**config.mk**
```make
export PLATFORM = sky130hd
export DESIGN_NAME = mm_store_serializer
export DESIGN_NICKNAME = d
export VERILOG_FILES = /design/src/rtl/mm_store_serializer.sv
export SDC_FILE = /design/constraint.sdc
export NUM_CORES = 1
export LEC_CHECK = 0
export CORE_MARGIN = 2
export CORE_UTILIZATION = 50
export CTS_CLUSTER_SIZE = 30
export DETAILED_ROUTE_END_ITERATION = 10
export GPL_ROUTABILITY_DRIVEN = 0
export GPL_TIMING_DRIVEN = 0
export HOLD_SLACK_MARGIN = 0.02
export PLACE_DENSITY = 0.83
export SKIP_LAST_GASP = 1
export SLEW_MARGIN = 10
export SYNTH_ARGS = -nofsm -noshare
export SYNTH_HDL_FRONTEND = slang
export SYNTH_SLANG_ARGS = --single-unit
```
**constraint.sdc**
```tcl
create_clock -name clk -period 7.1 [get_ports clk]
set_input_delay 0.71 -clock clk [delete_from_list [all_inputs] [get_ports clk]]
set_output_delay 0.71 -clock clk [all_outputs]
set_load 0.01 [all_outputs]
```
**src/rtl/mm_store_serializer.sv**
```systemverilog
// Purpose : splits one 32-bit store into little-endian single-byte writes on the byte-wide memory port.
// Latency : first byte in the cycle after acceptance; n bytes in n cycles with done on the last byte.
// Backpress: mem_stall holds the current byte/address and drops mem_wren; req_ready is low until idle.
//
// Ports:
//   clk, rst_n                      clock, asynchronous active-low reset
//   req_valid/req_ready             store request handshake
//   req_addr, req_data, req_size    byte address, store data, size (0 byte, 1 half, 2 word, 3 illegal)
//   mem_stall                       memory manager cannot take a write this cycle
//   mem_wdata, mem_waddr, mem_wren  byte write port
//   busy, done, err                 in progress, completion pulse, illegal-size pulse
module mm_store_serializer #(
  parameter int ADDR_W = 19,
  parameter int DATA_W = 32
) (
  input  logic              clk,
  input  logic              rst_n,
  input  logic              req_valid,
  output logic              req_ready,
  input  logic [ADDR_W-1:0] req_addr,
  input  logic [DATA_W-1:0] req_data,
  input  logic [1:0]        req_size,
  input  logic              mem_stall,
  output logic [7:0]        mem_wdata,
  output logic [ADDR_W-1:0] mem_waddr,
  output logic              mem_wren,
  output logic              busy,
  output logic              done,
  output logic              err
);

  typedef enum logic [1:0] {
    IDLE  = 2'd0,
    WRITE = 2'd1,
    ERR   = 2'd2
  } state_t;

  state_t            state_q, state_d;
  logic [ADDR_W-1:0] addr_q;
  logic [DATA_W-1:0] data_q;
  logic [1:0]        k_q;      // index of the byte currently presented
  logic [1:0]        last_q;   // index of the final byte (n-1)
  logic              accept;
  logic [1:0]        last_d;

  assign accept = req_valid & req_ready;

  always_comb begin
    last_d = 2'd3;
    case (req_size)
      2'd0:    last_d = 2'd0;
      2'd1:    last_d = 2'd1;
      default: last_d = 2'd3;
    endcase
  end

  always_comb begin
    state_d   = state_q;
    req_ready = 1'b0;
    busy      = 1'b0;
    mem_wren  = 1'b0;
    done      = 1'b0;
    err       = 1'b0;
    case (state_q)
      IDLE: begin
        req_ready = 1'b1;
        if (req_valid) begin
          state_d = (req_size == 2'd3) ? ERR : WRITE;
        end
      end
      WRITE: begin
        busy     = 1'b1;
        mem_wren = ~mem_stall;
        if (!mem_stall && (k_q == last_q)) begin
          done    = 1'b1;
          state_d = IDLE;
        end
      end
      ERR: begin
        busy    = 1'b1;
        err     = 1'b1;
        state_d = IDLE;
      end
      default: state_d = IDLE;
    endcase
  end

  always_ff @(posedge clk or negedge rst_n) begin
    if (!rst_n) begin
      state_q <= IDLE;
    end else begin
      state_q <= state_d;
    end
  end

  // Request fields are captured only on acceptance; the index advances on
  // every consumed byte except the last, so it stays put across stalls.
  always_ff @(posedge clk or negedge rst_n) begin
    if (!rst_n) begin
      addr_q <= '0;
      data_q <= '0;
      k_q    <= 2'd0;
      last_q <= 2'd0;
    end else if (accept) begin
      addr_q <= req_addr;
      data_q <= req_data;
      k_q    <= 2'd0;
      last_q <= last_d;
    end else if ((state_q == WRITE) && !mem_stall && (k_q != last_q)) begin
      k_q <= k_q + 2'd1;
    end
  end

  // Address addition is modulo 2^ADDR_W, so the top of memory wraps to 0.
  assign mem_wdata = data_q[{k_q, 3'b000} +: 8];
  assign mem_waddr = addr_q + ADDR_W'(k_q);

endmodule

```
## Yosys cells after proc, flatten, opt, wreduce, memory -nomap -nowiden

Index checks and enable logic that the tools add are counted.

- Output and inout bits: 32
- Logic and storage cells: 40
- Bits in registers: 57
- Input bits: 57

- Reductions and logical operators: 9
- Shift operators: 1
- Bitwise gates (word level): 2
- $add $sub $neg: 2
- Equal/unequal tests: 8
- Multiplexer cells: 13

Operators with widths:

| kind | count |
|---|---|
| 32-bit by 6-bit variable part select with 8-bit output | 1 |
| 19-bit by 2-bit adder with 19-bit output | 1 |
| 2-bit two-way mux | 5 |
| 2-bit one-hot mux with 2 select lines | 2 |
| 1-bit two-way mux | 6 |
| 2-bit by 1-bit == test with 1-bit output (second input constant) | 2 |
| 2-bit == test (second input constant) | 2 |
| 2-bit zero test | 2 |
| 2-bit inequality test (second input constant) | 2 |
| 1-bit logical AND | 3 |
| 2-bit by 1-bit adder with 2-bit output (second input constant) | 1 |
| 2-bit == test | 1 |
| 2-bit inequality test | 1 |
| 2-bit AND reduction | 1 |
| 2-bit nonzero test | 1 |
| 2-bit OR reduction | 1 |
| 1-bit bitwise AND | 1 |
| 1-bit zero test | 1 |
| 1-bit NOT | 1 |

## Logic depth before layout (Yosys ltp)

- Depth after elaboration: 5
- Gate-level depth with buffers: 7
- Mapped depth without buffers: 7

## Worst setup path before layout

No wires, ideal clock.

- Path type: flip-flop to output port
- Start point: register k_q[1]
- End point: output mem_waddr[12]
- Data required time: 6.390 ns
- Path buffers: 1
- Arrival: 2.226 ns
- Cell stages (with the launch flop): 8
- Setup slack: 4.164 ns
- Cells stage by stage: dfrtp_1 buf_1 inv_1 fa_1 nand3b_2 or3_4 nor2_2 xor2_1

- Cells in the longest elaborated chain, start to end: 1

Ends and longest elaborated chain:

| item | RTL line | text |
|---|---|---|
| start: declaration | 41 | `logic [1:0] k_q;` |
| start signal: assignment | 110 | `k_q <= k_q + 2'd1;` |
| 19-bit by 2-bit adder with 19-bit output | 116 | `assign mem_waddr = addr_q + ADDR_W'(k_q);` |
| end: declaration | 25 | `output logic [ADDR_W-1:0] mem_waddr,` |

Every way passes these cells.

## Final worst setup path

Ends and elaborated chain as after synthesis.

==> results.rst <==
.. list-table::
   :header-rows: 1

   * - Metric
     - Value
   * - Slew at the pin with the worst max-slew slack
     - 696 ps
   * - Setup repair after global routing missed its margin
     - false
   * - Required time at the worst-slack endpoint
     - 6390 ps
   * - Final cycle utilization of the critical path
     - 57.5%
   * - Count of pins on the block boundary
     - 89
   * - Post-synthesis net count
     - 275
   * - DR pass1 iterations
     - 4
   * - CTS tree
     - yes
   * - Sum of routed wire length over all layers
     - 6.01 mm
   * - Maximum number of pins on one net before global-route repair
     - 58
   * - Endpoints failing hold
     - 0
   * - Ant. Diodes
     - 0
   * - Final count of pins violating max slew
     - 0
   * - Post-cts gate resize count
     - 0
   * - Cell area after synthesis
     - 2830 µm²
   * - Synth Area per Inst
     - 13.3 µm²
   * - Number of DRC markers in iteration 0
     - 59
   * - Reg-to-reg setup timing slack
     - 5190 ps
   * - Row Count
     - 27
   * - Later-pin clock latency in the skew report
     - 330 ps
   * - Setup Crit Path Kind
     - reg2out
   * - Total of endpoints with negative setup slack in the final report
     - 0
   * - Floorplan die height
     - 79.2 µm
   * - Half-perimeter wire length after placement
     - 4.43 mm
   * - Residual DRC
     - 0
   * - Setup Fix Bufs, Post-CTS
     - 0
   * - Clock Tree Buf Depth
     - 2
   * - Critical path launch point type
     - flop
   * - Worst slew margin relative to its limit
     - 53.6%
   * - TritonCTS Buffers
     - 9
   * - Depth of the worst register-to-register path
     - 6
   * - Post-layout minimum cycle time
     - 4080 ps
   * - Critical-path maximum fanout
     - 10
   * - Die boundary width
     - 79.2 µm
   * - Number of nets still failing antenna checks after routing
     - 0
   * - Final setup skew
     - 5.58 ps
   * - Worst-path clk slew
     - 70 ps
   * - Commonest non-fill, non-tap cell in the layout
     - sky130_fd_sc_hd__clkdlybuf4s50_1
   * - Reg-to-Reg End
     - data_q[29]
   * - Library cell used as clock root buffer
     - sky130_fd_sc_hd__clkbuf_8
   * - Per-cell via count in the routed design
     - 5.26
   * - Die ar.
     - 6270 µm²
   * - Port Buffers
     - 88
   * - Final hold slack
     - 432 ps
   * - DR vias
     - 2041
   * - Starting density of the core
     - 51.7%
   * - Overflow after GRT
     - 0
   * - Total of hold buffers inserted after clock tree synthesis
     - 0
   * - Flop and latch count out of synthesis
     - 57
   * - Antenna violations before repair
     - 0
   * - Worst flop-to-flop path startpoint
     - state_q[1]
   * - Power density over the cells
     - 420 nW/µm²
   * - Result of the run
     - completed
   * - Share of post-route cells with drive strength above 1
     - 28.5%
   * - Post-synth cell types
     - 33
   * - Syn. warnings
     - 0
   * - Leakage power summed over all cells
     - 1.64 nW
   * - Wire length of the first global-routing pass
     - 9.63 mm
   * - Number of sinks driven by the clock tree
     - 57
   * - Maximum operating frequency
     - 0.245 GHz
   * - Worst endpoint data arrival time
     - 3370 ps
   * - Final-layout setup total negative slack
     - 0 ps
   * - Total core area
     - 5470 µm²
   * - Gr usage total
     - 20.7%
   * - Layout-stage area growth over the synthesis result
     - 40.7%
   * - Number of H-tree branching levels
     - 3
   * - Peak supply drop
     - 0.220 mV
   * - Leading cell types in the layout, fill and taps excluded
     - 87 x sky130_fd_sc_hd__clkdlybuf4s50_1, 57 x sky130_fd_sc_hd__dfrtp_1, 51 x sky130_fd_sc_hd__mux2_2
   * - Min-Delay Path Class
     - in2async
   * - Sequential cell area fraction in the yosys report
     - 50.4%
   * - Synthesized instance count
     - 212
   * - Vias in the first global route
     - 2010
   * - Fin nets
     - 374
   * - Average wire length per cell after detail routing
     - 15.5 µm
   * - Number of max-cap violations
     - 0
   * - Capturing element type of the critical path
     - output port
-- layout make-up --
type / instances / area, µm²
timing repair buffer: 88 / 878
buffer: 9 / 43.8
tap: 72 / 90.1
multi-input combinational: 139 / 1330
clock buffer: 11 / 151
inverter: 7 / 26.3
fill: 415 / 1500
clock inverter: 5 / 30.0
sequential: 57 / 1430
-- worst max path at each step --
stage / slack (ps) / cells after the start / startpoint / end
after detailed placement: 3350 / 8 / k_q[1] / mem_waddr[16]
after floorplan: 4160 / 7 / k_q[1] / mem_waddr[12]
final: 3020 / 8 / k_q[1] / mem_waddr[12]
after global routing: 2800 / 8 / k_q[1] / mem_waddr[16]
after CTS: 2970 / 8 / k_q[1] / mem_waddr[16]
after global placement: 3400 / 8 / k_q[1] / mem_waddr[12]
-- per-layer routing --
layer	track usage [%]	vias up	share of wire [%]
met5	0	-	0
met4	6.72	0	1.4
met3	8.52	8	8.0
met2	34.0	80	47
met1	24.8	1004	43
li1	-	949	-
-- power by group --
part	internal (mW)	switching, mW
Combinational	0.487	0.303
Clock	0.144	0.130
Sequential	0.487	0.120
Total	1.12	0.553
-- cell usage after synthesis --
library cell | n | area (µm²)
sky130_fd_sc_hd__dfrtp_1 | 57 | 1430
sky130_fd_sc_hd__mux2_2 | 51 | 574
sky130_fd_sc_hd__xnor2_1 | 12 | 105
sky130_fd_sc_hd__nand2_1 | 11 | 41.3
sky130_fd_sc_hd__buf_2 | 8 | 40.0
sky130_fd_sc_hd__mux4_2 | 8 | 180
sky130_fd_sc_hd__nand3_1 | 8 | 40.0
sky130_fd_sc_hd__inv_1 | 7 | 26.3
sky130_fd_sc_hd__xor2_1 | 7 | 61.3
sky130_fd_sc_hd__a21oi_1 | 5 | 25.0
sky130_fd_sc_hd__ha_1 | 5 | 62.6
sky130_fd_sc_hd__nor2_1 | 4 | 15.0
sky130_fd_sc_hd__nand4_1 | 3 | 18.8
sky130_fd_sc_hd__o21ai_0 | 3 | 15.0
sky130_fd_sc_hd__a21o_1 | 2 | 15.0
sky130_fd_sc_hd__and2_1 | 2 | 12.5
sky130_fd_sc_hd__and4_1 | 2 | 17.5
sky130_fd_sc_hd__nor3_1 | 2 | 10.0
sky130_fd_sc_hd__a211oi_1 | 1 | 7.51
sky130_fd_sc_hd__a41o_1 | 1 | 10.0
sky130_fd_sc_hd__and3_1 | 1 | 6.26
sky130_fd_sc_hd__and4bb_2 | 1 | 12.5
sky130_fd_sc_hd__buf_1 | 1 | 3.75
sky130_fd_sc_hd__fa_1 | 1 | 20.0
sky130_fd_sc_hd__mux2i_1 | 1 | 10.0
sky130_fd_sc_hd__nand2b_1 | 1 | 6.26
sky130_fd_sc_hd__nand3b_2 | 1 | 11.3
sky130_fd_sc_hd__nor2_2 | 1 | 6.26
sky130_fd_sc_hd__nor2b_1 | 1 | 6.26
sky130_fd_sc_hd__nor3_2 | 1 | 10.0
sky130_fd_sc_hd__nor3b_1 | 1 | 7.51
sky130_fd_sc_hd__o31ai_2 | 1 | 12.5
sky130_fd_sc_hd__or3_4 | 1 | 11.3
-- logic make-up after synthesis --
kind of cell | share of synthesized area (%)
DFF | 50.4
buffers and inverters | 2.48
and+or+nand+nor | 8.23
AOI/OAI and AO/OA | 3.01
xor gates and xnor gates | 5.88
muxes | 27.0
adders and majority gates | 2.92
-- state kept, by name, summed over array words and instances (netlist names) --
| signal | count |
|---|---|
| data_q | 32 |
| k_q | 2 |
| state_q | 2 |
| addr_q | 19 |
| last_q | 2 |
-- worst max-delay path, stage by stage, from the launching register on --
cell and delay (ps):
sky130_fd_sc_hd__dfrtp_1 410, sky130_fd_sc_hd__buf_1 520, sky130_fd_sc_hd__inv_1 140, sky130_fd_sc_hd__fa_1 480
sky130_fd_sc_hd__nand3b_2 280, sky130_fd_sc_hd__or3_4 420, sky130_fd_sc_hd__nor2_2 100, sky130_fd_sc_hd__xor2_1 140
sky130_fd_sc_hd__clkdlybuf4s50_1 540
-- through the flow --
stage          util, %  worst slack [ps]  total power [mW]  instance area (µm²)  cells
6_report          72.7              3020              1.67                 3980    388
5_1_grt           72.7              2800              1.79                 3980    388
4_1_cts           72.7              2970              1.69                 3980    388
3_5_place_dp      69.4              3350              1.41                 3800    372
3_3_place_gp      69.4              3400              1.39                 3800    372
2_1_floorplan        -              4160              1.06                 2830    212
Note: power is estimated with default switching activity, not from simulation.
